**config.mk**
```make
export PLATFORM = sky130hd
export DESIGN_NAME = mac_accumulator
export DESIGN_NICKNAME = d
export VERILOG_FILES = /design/src/rtl/mac_accumulator.sv
export SDC_FILE = /design/constraint.sdc
export NUM_CORES = 1
export LEC_CHECK = 0
export CELL_PAD_IN_SITES_DETAIL_PLACEMENT = 0
export CELL_PAD_IN_SITES_GLOBAL_PLACEMENT = 1
export CORE_ASPECT_RATIO = 1.4
export CORE_UTILIZATION = 30
export DETAILED_ROUTE_END_ITERATION = 10
export PLACE_DENSITY_LB_ADDON = 0.1
export SETUP_SLACK_MARGIN = 0.02
export SYNTH_ARGS = -nofsm -noshare
export SYNTH_HDL_FRONTEND = slang
export SYNTH_SLANG_ARGS = --single-unit
```
**constraint.sdc**
```tcl
create_clock -name acc_clk_i -period 2.4 [get_ports acc_clk_i]
set_input_delay 0.48 -clock acc_clk_i [delete_from_list [all_inputs] [get_ports acc_clk_i]]
set_output_delay 0.48 -clock acc_clk_i [all_outputs]
set_load 0.02 [all_outputs]
```
**src/rtl/mac_accumulator.sv**
```systemverilog
// mac_accumulator
//   Accumulate stage of the MAC, sitting directly behind the 5x5 sequential
//   multiplier. Each time the multiplier raises its result flag, the 10-bit
//   product is added into a wider accumulator. After NUM_TERMS products the
//   run completes. The block reports completion, the term count and a
//   sticky overflow flag.
//
// Parameters
//   ACC_WIDTH  accumulator width in bits (10..32)
//   NUM_TERMS  products summed per run (1..255)
//
// Optional build macro
//   MAC_ACCUMULATOR_SATURATION_EN
//     When defined, a carry-out clamps the accumulator to all-ones for the
//     rest of the run. When undefined, the accumulator wraps modulo
//     2^ACC_WIDTH. overflow_o is set in both builds.
//
// Ports
//   acc_clk_i        clock, rising edge
//   acc_nreset_i     asynchronous active-low reset
//   product_i        [9:0] unsigned product from the multiplier
//   product_valid_i  multiplier result flag (level, may be held)
//   start_i          synchronous pulse: clear and begin a new run
//   acc_result_o     [ACC_WIDTH-1:0] accumulated sum
//   term_count_o     [7:0] products accepted in the current run
//   busy_o           high while accumulating (ACCUM)
//   done_o           high once the run is complete (DONE)
//   overflow_o       sticky: a sum exceeded 2^ACC_WIDTH-1 during this run
//
// FSM state is observable on busy_o / done_o (IDLE = both low).
//
// Handshake: product_valid_i is a level flag with no ready/back-pressure.
// A product is taken on the first rising edge where the flag is high after
// having been low. Holding the flag high does not re-accept the product.
// The history of the flag is kept every cycle in every state. A start_i in
// the same cycle as an accept discards the product.
module mac_accumulator #(
  parameter int ACC_WIDTH = 16,
  parameter int NUM_TERMS = 4
) (
  input  logic                 acc_clk_i,
  input  logic                 acc_nreset_i,
  input  logic [9:0]           product_i,
  input  logic                 product_valid_i,
  input  logic                 start_i,
  output logic [ACC_WIDTH-1:0] acc_result_o,
  output logic [7:0]           term_count_o,
  output logic                 busy_o,
  output logic                 done_o,
  output logic                 overflow_o
);

  localparam logic [7:0] LAST_TERM = 8'(NUM_TERMS);
  localparam int         PAD       = ACC_WIDTH + 1 - 10;

  typedef enum logic [1:0] {
    S_IDLE  = 2'd0,
    S_ACCUM = 2'd1,
    S_DONE  = 2'd2
  } state_t;

  state_t               state_q, state_d;
  logic [ACC_WIDTH-1:0] acc_q, acc_d;
  logic [7:0]           count_q, count_d;
  logic                 ovf_q, ovf_d;
  logic                 valid_q;

  logic                 accept;
  logic [ACC_WIDTH:0]   sum;
  logic                 carry;
  logic [ACC_WIDTH-1:0] add_result;
  logic [7:0]           count_inc;

  // Rising-edge detect on the multiplier result flag.
  assign accept    = product_valid_i & ~valid_q;

  // One bit wider than the accumulator so the carry-out is explicit.
  assign sum       = {1'b0, acc_q} + {{PAD{1'b0}}, product_i};
  assign carry     = sum[ACC_WIDTH];
  assign count_inc = count_q + 8'd1;

`ifdef MAC_ACCUMULATOR_SATURATION_EN
  // Once clamped, any later non-zero product carries again and adding
  // zero leaves all-ones, so the value stays pinned for the run.
  assign add_result = carry ? {ACC_WIDTH{1'b1}} : sum[ACC_WIDTH-1:0];
`else
  assign add_result = sum[ACC_WIDTH-1:0];
`endif

  always_ff @(posedge acc_clk_i or negedge acc_nreset_i) begin
    if (!acc_nreset_i) begin
      state_q <= S_IDLE;
      acc_q   <= '0;
      count_q <= '0;
      ovf_q   <= 1'b0;
      valid_q <= 1'b0;
    end else begin
      state_q <= state_d;
      acc_q   <= acc_d;
      count_q <= count_d;
      ovf_q   <= ovf_d;
      valid_q <= product_valid_i;
    end
  end

  always_comb begin
    state_d = state_q;
    acc_d   = acc_q;
    count_d = count_q;
    ovf_d   = ovf_q;
    case (state_q)
      S_IDLE: begin
        if (start_i) begin
          acc_d   = '0;
          count_d = '0;
          ovf_d   = 1'b0;
          state_d = S_ACCUM;
        end
      end
      S_ACCUM: begin
        if (start_i) begin
          acc_d   = '0;
          count_d = '0;
          ovf_d   = 1'b0;
        end else if (accept) begin
          acc_d   = add_result;
          count_d = count_inc;
          ovf_d   = ovf_q | carry;
          if (count_inc == LAST_TERM) state_d = S_DONE;
        end
      end
      S_DONE: begin
        if (start_i) begin
          acc_d   = '0;
          count_d = '0;
          ovf_d   = 1'b0;
          state_d = S_ACCUM;
        end
      end
      default: state_d = S_IDLE;
    endcase
  end

  assign acc_result_o = acc_q;
  assign term_count_o = count_q;
  assign overflow_o   = ovf_q;
  assign busy_o       = (state_q == S_ACCUM);
  assign done_o       = (state_q == S_DONE);

endmodule

```
; ---- Word level (Yosys, flattened, before mapping)
; Index checks and enable logic that the tools add are counted.
[word_totals]
register_bits = 28
inputBits = 14
output_inout_bits = 27
wordCells = 40
[classes]
addsub = 2
eq_ne = 8
n_mux = 17
bitwise_logic = 3
reduce_logical = 5
[ops]
columns = op, count
row1 = $mux W16, 3
row2 = $pmux W16 S2, 1
row3 = $mux W8, 3
row4 = $add A16 B10 Y17, 1
row5 = $pmux W8 S2, 1
row6 = $add A8 B1 Y8 const B, 1
row7 = $eq A8 B3 Y1 const B, 1
row8 = $mux W2, 4
row9 = $ne A2 B1 Y1 const B, 3
row10 = $pmux W2 S2, 1
row11 = $reduce_and A4 Y1, 1
row12 = $mux W1, 3
row13 = $ne A3 B2 Y1 const B, 1
row14 = $reduce_and A3 Y1, 1
row15 = $eq A2 B1 Y1 const B, 1
row16 = $eq A2 B2 Y1 const B, 1
row17 = $logic_not A2 Y1, 1
row18 = $ne A2 B2 Y1 const B, 1
row19 = $pmux W1 S2, 1
row20 = $reduce_bool A2 Y1, 1
row21 = $reduce_or A2 Y1, 1
row22 = $and A1 B1 Y1, 1
row23 = $not A1 Y1, 1
row24 = $or A1 B1 Y1, 1

; ---- Depth between registers and ports, before layout
; Gate-level depths: netlist of run 1.
[depth]
ltp_word = 6
mapped_depth = 8
mapped_depth_nobuf = 8

; ---- Worst setup path after synthesis of run 1
; No wires, ideal clock.
[synth_path]
path_kind = register to register
start = register acc_q[0] (netlist: acc_result_o[0])
end = register acc_q[14] (netlist: acc_result_o[14])
setup_time_ps = 79
arrival_time_ps = 2064
t_required_ps = 2321
setup_slack_ps = 257
stages_incl_launch_ff = 9
path_buffers = 0
period_less_slack_ps = 2143
path_cell_list = dfrtp_1 ha_1 inv_1 fa_1 nand2b_1 a21oi_1 o21ai_1 a211oi_1 mux2i_1
[synth_via]
elab_chain_cells = 4
[synth_rtl]
columns = element, line_no
row1 = start: declaration, 63  ; logic [ACC_WIDTH-1:0] acc_q, acc_d;
row2 = start signal: assignment, 93  ; acc_q <= '0;
row3 = start signal: assignment, 99  ; acc_q <= acc_d;
row4 = $add A16 B10 Y17, 78  ; assign sum = {1'b0, acc_q} + {{PAD{1'b0}}, product_i};
row5 = $mux W16, 125  ; end else if (accept) begin
row6 = $mux W16, 121  ; if (start_i) begin
row7 = $pmux W16 S2, 111  ; case (state_q)
; No other way between the ends. The select of a mux whose other input is x is not followed.
; A chain may end at the register's enable or synchronous reset.

; ---- Worst setup path after layout of run 1
[layout_path]
start = input product_i[8]
end = register acc_q[15] (netlist: acc_result_o[15])
[layout_via]
elab_chain_cells = 4
[layout_rtl]
columns = element, line_no
row1 = start: declaration, 43  ; input logic [9:0] product_i,
row2 = $add A16 B10 Y17, 78
row3 = $mux W16, 125
row4 = $mux W16, 121
row5 = $pmux W16 S2, 111
; No other way between the ends. The select of a mux whose other input is x is not followed.

==> out/results.ini, run 1 <==
[outcome]
status = finished, final reports clean

[critical_path]
start_kind = primary input
worstPathArrival_ps = 2480
worst_setup_path_end_kind = register
crit_required_ps = 2620
cp_max_fo = 3
crit_type = primary input to register

[floorplanning]
die_y_um = 94.99
fp.dieW_um = 68.42
row_count = 33
dieArea_um2 = 6499
floorplan.initialDensity_pct = 31.38
fp.coreArea_um2 = 5904
pin_count = 41

[clocking]
cts_tree = yes
clkTransAtPathRegs_ps = 110
clockBufferDepth = 2
numCtsBuffers = 3
cts-hold-fix-buffers = 0
root_buffer = clkbuf_8
clkSinkCount = 28
h-tree-depth = 1
worst_skew_pair.late_latency_ps = 280

[timing]
finClkSkew_ps = 3.403
rsz0062_at_grt = no
finalHoldWorstSlack_ps = 519.6
finalCritPeriodShare_pct = 93.98
post-route-min-period_ps = 2256
drv_slew = 0
report.final.setup_viol = 0
fin_ws_ps = 144.4
clock.fmax_ghz = 0.4433
finalHoldViolCount = 0
worstMarginPinSlew_ps = 637.3
relSlewSlack_pct = 57.51

[global_route]
grt_max_degree = 29
grt_pass1_vias = 1689
grt_antenna_before_repair = 0
grt_usage_pct = 16.33
grt_overflow_total = 0
grt_pass1_wl_um = 7900

[detailed_routing]
viasPerCell = 5.117
routed_wl_um = 5039
vias = 1750
drt_first_pass_iters = 4
ant_nets = 0
drcViolationCount = 0
drtIter0Drc = 81
wire_per_inst_um = 14.73

[layout]
drive_gt1_share_pct = 17.65
layout.nets = 300
final_area_um2 = 2628
diodes = 0
syn_to_final_growth_pct = 41.80
final_cells = 342

[synth]
ys_warn_count = 0
synth_nets = 231
yosys.area_share.simple_pct = 20.05
synthArstFlopShare_pct = 100.0
syn_avg_cell_area_um2 = 9.083
netlist_instances = 204
ys_seq_area_share_pct = 37.81
synth_top_family_by_area = compound AO/OA/AOI/OAI gates
synth-compound-area-share_pct = 23.43
synthTopCellsByCount = dfrtp_1, nand2_1, o21ai_0, ha_1
ys_types = 46
synth_xor_area_share_pct = 4.727
yosys.area.top_type = dfrtp_1
synthAdderAreaFrac_pct = 9.183
synth_area_leaders = dfrtp_1, ha_1, nand2_1
syn_area_um2 = 1853
muxShareOfSynthArea_pct = 2.161
synth-main-ff-cell = dfrtp_1
netlist.area_leader.share_pct = 37.81
ys_seq_elements = 28
synth_edf_count = 0

[placed_design]
place_ws_ps = -300.5
dpl_cell_area_um2 = 2532
hpwl_um = 3698
io_buffer_count = 40
place.gp.congestion = 0.7768
dp.cells = 338

[job]
cap_violations = 0

[power]
power_density_nw_per_um2 = 422.3
power.leakage_nw = 1.130
ir_drop_uv = 208.5
total_power_mw = 1.110

[min_path]
min_path_type = register to register

worst paths after layout:
path | start | slack (ps) | cells past startpoint | end
min in group asynchronous | acc_nreset_i | 570 | 2 | acc_result_o[5]
max in group asynchronous | acc_nreset_i | 1540 | 2 | term_count_o[3]
max reg2reg | acc_result_o[8] | 340 | 6 | acc_result_o[15]
max | product_i[8] | 140 | 7 | acc_result_o[15]
min reg2reg | acc_result_o[4] | 520 | 2 | acc_result_o[4]
min | acc_result_o[4] | 520 | 2 | acc_result_o[4]
routing by layer:
metal / wire length (um) / vias to the layer above / global-route usage [%]
li1: - / 875 / -
met1: 2242 / 840 / 19.78
met2: 2592 / 28 / 29.08
met3: 115 / 7 / 1.812
met4: 89 / 0 / 5.208
met5: 0 / - / 0
worst max-delay path, stage by stage:
cell and delay, ps:
clkdlybuf4s50_1 400, ha_1 320, and4_1 250, a32oi_1 300, a211oi_2 130, or3_2 470, a21oi_2 120
power breakdown:
group          leakage [nW]  internal (mW)  switching [mW]  total (mW)
registers             0.379          0.487          0.0155       0.503
logic                 0.722          0.143           0.148       0.290
clock network        0.0288          0.148           0.169       0.317
flip-flops by register name, indices dropped and copies added, names as in the netlist:
signal and flops:
acc_result_o 16, overflow_o 1, state_q 2, term_count_o 8, valid_q 1
layout by cell type (no fill, tap or decap), types with 4 or more instances in the layout:
cell / instances
dfrtp_1: 28
a21oi_1: 7
a211oi_2: 5
mux2i_1: 4
clkbuf_8: 4
ha_1: 12
clkdlybuf4s50_1: 40
and3_1: 5
xor2_1: 7
nand2_1: 28
nand3_1: 5
inv_1: 10
buf_4: 27
nand2b_1: 9
o21ai_0: 19
nor2_1: 10
a21o_1: 4
layout make-up:
cell class | count | area (um2)
flip-flops and latches | 28 | 700.7
inverters | 10 | 37.54
clock buffers | 4 | 55.05
multi-input cells | 163 | 1144
fillers | 602 | 3277
well taps | 70 | 87.58
repair buffers | 67 | 603.1
stage by stage:
step	util, %	TNS (ps)
2_1_floorplan	-	0
3_3_place_gp	42.89	-1544
3_5_place_dp	42.89	-1672
4_1_cts	43.82	0
5_1_grt	44.50	0
6_report	44.50	0
cells by family (layout without fill, tap and decap cells):
family                   after synthesis  count (layout)
multiplexers                           4               4
AND/OR/NAND/NOR                       72              72
adder cells (fa/ha/maj)               13              13
AO/OA/AOI/OAI                         64              64
flip-flops                            28              28
XOR/XNOR                              10              10
buffers and inverters                 13              81
timing repair:
action,in CTS,in global routing
setup endpoints to repair,2,4
gates resized for setup,0,8
pin swaps,0,1
setup buffers,0,0
gates cloned,0,0
No activity file was read; power rests on OpenSTA's default activity.
==> run 2, diff against run 1 <==
- ABC_AREA: unset -> 1
==> run 2 against run 1 <==
Effect of this change: synthesized cell count up 36%; via count up 4.5%; clock power fell by 3%; area after synthesis rose by 4.8%; cell count increased by 16%; sequential share of layout area up 1.3 points; sequential power about the same.
==> out/results.ini, run 2 <==
[outcome]
status = finished, final reports clean

[timing]
worstMarginPinSlew_ps = 385.2  ; -252.1 ps
finClkSkew_ps = 3.366  ; -0.03670 ps
setup_tns_ps = 0  ; unchanged
clock.fmax_ghz = 0.4816  ; +8.6%
finalCritPeriodShare_pct = 86.51  ; -7.5 points
rsz0062_at_grt = no
finalHoldViolCount = 0  ; unchanged
report.final.setup_viol = 0  ; unchanged
finalHoldWorstSlack_ps = 521.5  ; +1.867 ps
drv_slew = 0  ; unchanged
post-route-min-period_ps = 2076  ; -179.4 ps
relSlewSlack_pct = 74.32  ; +17 points

[layout]
largest_register_ff_count = 16  ; unchanged
drive_gt1_share_pct = 5.846  ; -12 points
syn_to_final_growth_pct = 29.06
diodes = 0  ; unchanged
final_common_cell = nand2_1
layout.nets = 353  ; +18%
fillerInstances = 691  ; +15%
layout_common_cells = nand2_1, clkdlybuf4s50_1, inv_1, nor2_1, dfrtp_1

[clocking]
cts_tree = yes
postCtsResizedCells = 0  ; unchanged
worst_skew_pair.late_latency_ps = 280  ; about the same
cts_setup_buffers = 0  ; unchanged
clkSinkCount = 28  ; unchanged
clkTransAtPathRegs_ps = 100  ; about the same
h-tree-depth = 1  ; unchanged
cts-hold-fix-buffers = 0  ; unchanged
numCtsBuffers = 3  ; unchanged
root_buffer = clkbuf_8
clockBufferDepth = 2  ; unchanged

[critical_path]
ff2ff_path_depth = 11  ; +5
worstPathArrival_ps = 1600  ; -880 ps
rrSetupSlack_ps = 610  ; +270 ps
worst_setup_path_end_kind = primary output
cp_max_fo = 3  ; unchanged
rr_endpoint = acc_result_o[8]
r2r-start = acc_result_o[0]
start_kind = register
crit_required_ps = 1920  ; -700 ps
crit_type = register to primary output

[synth]
yosys.area.top_type = dfrtp_1
syn_avg_cell_area_um2 = 6.985  ; -23%
synth-main-ff-cell = dfrtp_1
syn_area_um2 = 1942  ; +4.8%
synth_area_leaders = dfrtp_1, nand2_1, ha_1
synth_edf_count = 0  ; unchanged
netlist.area_leader.share_pct = 36.08  ; -1.7 points
ys_warn_count = 0  ; unchanged
netlist_instances = 278  ; +36%
synthArstFlopShare_pct = 100.0  ; unchanged
ys_seq_elements = 28  ; unchanged
ys_types = 27  ; -41%
yosysMostFrequentCell = nand2_1
synth_nets = 305  ; +32%
synthTopCellsByCount = nand2_1, inv_1, nor2_1, dfrtp_1, nand3_1
ys_seq_area_share_pct = 36.08  ; -1.7 points

[min_path]
min_path_type = register to register
min_to = acc_result_o[9]
hold_path_depth = 2  ; unchanged
hp-start = acc_result_o[9]

[power]
power.leakage_nw = 1.239  ; +9.6%
power_density_nw_per_um2 = 422.9  ; +0.14%
total_power_mw = 1.060  ; -4.5%
ir_drop_uv = 194.5  ; -6.7%

[detailed_routing]
ant_nets = 0  ; unchanged
viasPerCell = 4.607  ; -10%
vias = 1829  ; +4.5%
routed_wl_um = 5066  ; +0.54%
drt_first_pass_iters = 4  ; unchanged
drtIter0Drc = 63  ; -22%
drcViolationCount = 0  ; unchanged
wire_per_inst_um = 12.76  ; -13%

[placed_design]
place.gp.congestion = 0.7756  ; -0.15%
io_buffer_count = 40  ; unchanged
hpwl_um = 3948  ; +6.8%

[floorplanning]
fp.dieW_um = 70.00  ; +2.3%
floorplan.initialDensity_pct = 31.27  ; -0.12 points
die_y_um = 97.20  ; +2.3%
dieArea_um2 = 6803  ; +4.7%
row_count = 34  ; +3.0%
pin_count = 41  ; unchanged
fp.coreArea_um2 = 6211  ; +5.2%

[global_route]
grt_usage_pct = 16.16  ; -0.17 points
grt_pass1_wl_um = 8818  ; +12%
grt_antenna_before_repair = 0  ; unchanged
grt_overflow_total = 0  ; unchanged
grt_pass1_vias = 1902  ; +13%
grt_max_degree = 29  ; unchanged

[job]
cap_violations = 0  ; unchanged

run 2: worst max path at each step:
stage / startpoint / to / slack (ps) / cells past startpoint
floorplan: acc_result_o[0] / acc_result_o[8] / 640 / 11
global placement: product_i[0] / acc_result_o[8] / 60 / 12
detailed placement: product_i[0] / acc_result_o[12] / 40 / 10
CTS: state_q[1] / busy_o / 310 / 4
global route: product_i[0] / acc_result_o[14] / 200 / 11
finish: state_q[1] / busy_o / 320 / 4
run 2: metal layers:
metal,global-route usage (%),share of wire [%],vias up
met5,0,0,-
met4,4.154,0.87,0
met3,2.075,2.6,2
met2,30.18,53,29
met1,19.07,43,822
li1,-,-,976
run 2: logic make-up (layout without fill, tap and decap cells):
group	Yosys count	after routing	synth area share [%]
AO/OA/AOI/OAI	31	31	9.343
XOR/XNOR	4	4	1.804
adder cells (fa/ha/maj)	13	13	8.763
buffers and inverters	41	88	8.441
flip-flops	28	28	36.08
AND/OR/NAND/NOR	161	161	35.57
run 2: worst max-delay path: stages, from the launching register on:
cell and delay (ps):
dfrtp_1 410, inv_1 70, nand2_1 110, inv_1 120, clkdlybuf4s50_1 600
run 2: report_power, final:
part	internal, mW	leakage [nW]	switching [mW]
combinational	0.102	0.831	0.147
sequential	0.487	0.379	0.0170
clock	0.147	0.0288	0.159
run 2: cell type report:
type	instances	area, um2	area share, %
clock buffers	4	55.05	2.197
inverters	40	152.6	6.091
multi-input cells	209	1077	42.99
flip-flops and latches	28	700.7	27.96
well taps	72	90.09	3.595
repair buffers	44	430.4	17.17
run 2: metrics by stage:
step / instances / area, um2 / util, % / setup WS (ps)
global route: 397 / 2506 / 40.35 / 196.9
global placement: 393 / 2451 / 39.46 / 58.69
detailed placement: 393 / 2451 / 39.46 / 37.02
CTS: 397 / 2506 / 40.35 / 313.2
floorplan: 278 / 1942 / - / 635.2
finish: 397 / 2506 / 40.35 / 323.8
==> run 3, diff against run 2 <==
- clock period: 2.4 -> 1.8 ns (I/O delays scaled with it)
==> run 3 against run 2 <==
Effect of this change: critical endpoint is now acc_result_o[13]; total power rose by 45%; cell count is 6.3% higher; sequential power rose by 34%; sequential share of layout area down 3.7 points.
==> out/results.ini, run 3 (synthesis results as in run 2) <==
[layout]
final_core_util_pct = 46.62  ; +6.3 points
syn_to_final_growth_pct = 49.10
multi_input_area_um2 = 1256  ; +17%
fillerInstances = 662  ; -4.2%
final_cells = 422  ; +6.3%
largest_register_ff_count = 16  ; unchanged
layout_common_cells = nand2_1, inv_1, nor2_1, clkdlybuf4s50_1, buf_4
drive_gt1_share_pct = 23.14  ; +17 points
seqCellArea_um2 = 703.2  ; +0.36%
final_common_cell = nand2_1
final_area_um2 = 2895  ; +16%
layout.nets = 378  ; +7.1%
diodes = 0  ; unchanged

[critical_path]
crit_required_ps = 1440  ; -480 ps
cpLargestDelayFamily = buffers and inverters
start_kind = register
ff2ff_path_depth = 11  ; unchanged
r2r-start = acc_result_o[0]
crit_type = register to primary output
rr_endpoint = acc_result_o[8]
cp_slowest_stage_delay_ps = 640  ; +40 ps
cp_slowest_cell = clkdlybuf4s50_1
path_cells = clkdlybuf4s50_1
cp_max_fo = 5  ; +2
worstPathArrival_ps = 1360  ; -240 ps
crit_buf_inv = 1  ; -2
rrSetupSlack_ps = 170  ; -440 ps
startpoint = acc_result_o[13]
worst_setup_path_end_kind = primary output

[timing]
rsz0062_at_grt = no
drv_slew = 0  ; unchanged
post-route-min-period_ps = 1721
report.final.setup_viol = 0  ; unchanged
finalCritPeriodShare_pct = 95.60
clock.fmax_ghz = 0.5811
relSlewSlack_pct = 74.07  ; -0.25 points
finClkSkew_ps = 7.038  ; +3.673 ps
finalHoldViolCount = 0  ; unchanged
worstMarginPinSlew_ps = 389.0  ; +3.739 ps

[global_route]
grt_pass1_vias = 1981  ; +4.2%
grt_max_degree = 29  ; unchanged
grt_pass1_wl_um = 8928  ; +1.2%
grt_usage_pct = 16.33  ; +0.17 points
grt_overflow_total = 0  ; unchanged
grt_antenna_before_repair = 0  ; unchanged

[floorplanning]
row_count = 34  ; unchanged
fp.dieW_um = 70.00  ; unchanged
die_y_um = 97.20  ; unchanged
pin_count = 41  ; unchanged
fp.coreArea_um2 = 6211  ; unchanged
dieArea_um2 = 6803  ; unchanged
floorplan.initialDensity_pct = 31.27  ; unchanged

[power]
ir_drop_uv = 261.3  ; +34%
power.leakage_nw = 1.486  ; +20%
power_density_nw_per_um2 = 529.7  ; +25%

[placed_design]
io_buffer_count = 40  ; unchanged
dpl_cell_area_um2 = 2636  ; +7.6%
place.gp.congestion = 0.7695  ; -0.79%
hpwl_um = 4071  ; +3.1%
dp.cells = 416  ; +5.9%

[detailed_routing]
ant_nets = 0  ; unchanged
drtIter0Drc = 78  ; +24%
routed_wl_um = 5244  ; +3.5%
drt_first_pass_iters = 4  ; unchanged
vias = 1931  ; +5.6%
drcViolationCount = 0  ; unchanged
viasPerCell = 4.576  ; -0.68%
wire_per_inst_um = 12.43  ; -2.6%

[min_path]
min_path_type = primary input to async pin

[clocking]
cts-hold-fix-buffers = 0  ; unchanged
h-tree-depth = 1  ; unchanged
worst_skew_pair.late_latency_ps = 280  ; about the same
root_buffer = clkbuf_8
clkTransAtPathRegs_ps = 110  ; about the same
clkSinkCount = 28  ; unchanged
cts_tree = yes
clockBufferDepth = 2  ; unchanged
numCtsBuffers = 3  ; unchanged

[outcome]
status = finished, final reports clean

[job]
cap_violations = 0  ; unchanged

-- run 3: how the worst max path moves through the flow --
stage | slack (ps) | depth (start not counted) | to
2_1_floorplan | 40 | 11 | acc_result_o[8]
6_report | 80 | 1 | acc_result_o[13]
3_3_place_gp | -400 | 12 | acc_result_o[8]
5_1_grt | 20 | 11 | acc_result_o[8]
3_5_place_dp | -420 | 11 | acc_result_o[14]
4_1_cts | 20 | 11 | acc_result_o[11]
-- run 3: layout make-up --
cell class | instances | share of cell area, %
repair buffers | 69 | 22.04
clock buffers | 4 | 1.901
inverters | 40 | 5.272
well taps | 72 | 3.111
multi-input cells | 209 | 43.39
flip-flops and latches | 28 | 24.29
-- run 3: what timing repair did --
action                     4_1_cts  5_1_grt
pin swaps                        6       11
setup endpoints to repair       11       17
gates resized for setup         12       42
buffers inserted                 0        2
cloned                           0        0
-- run 3: report_power, final --
group / internal (mW) / leakage [nW] / switching, mW
Clock: 0.196 / 0.0288 / 0.217
Combinational: 0.215 / 1.08 / 0.227
Sequential: 0.650 / 0.376 / 0.0278
-- run 3: metrics by stage --
stage	power [mW]	TNS, ps	worst slack, ps	hold slack [ps]
6_report	1.534	0	79.24	453.8
3_3_place_gp	1.084	-4037	-400.2	499.0
5_1_grt	1.631	0	22.04	493.4
2_1_floorplan	0.8769	0	35.24	64.41
4_1_cts	1.500	0	23.06	470.2
3_5_place_dp	1.082	-4221	-421.6	505.6
-- run 3: layer usage --
metal,wire (um),global-route usage [%]
met1,2257,18.99
met2,2786,30.77
met3,146,1.971
met4,55,4.462
met5,0,0
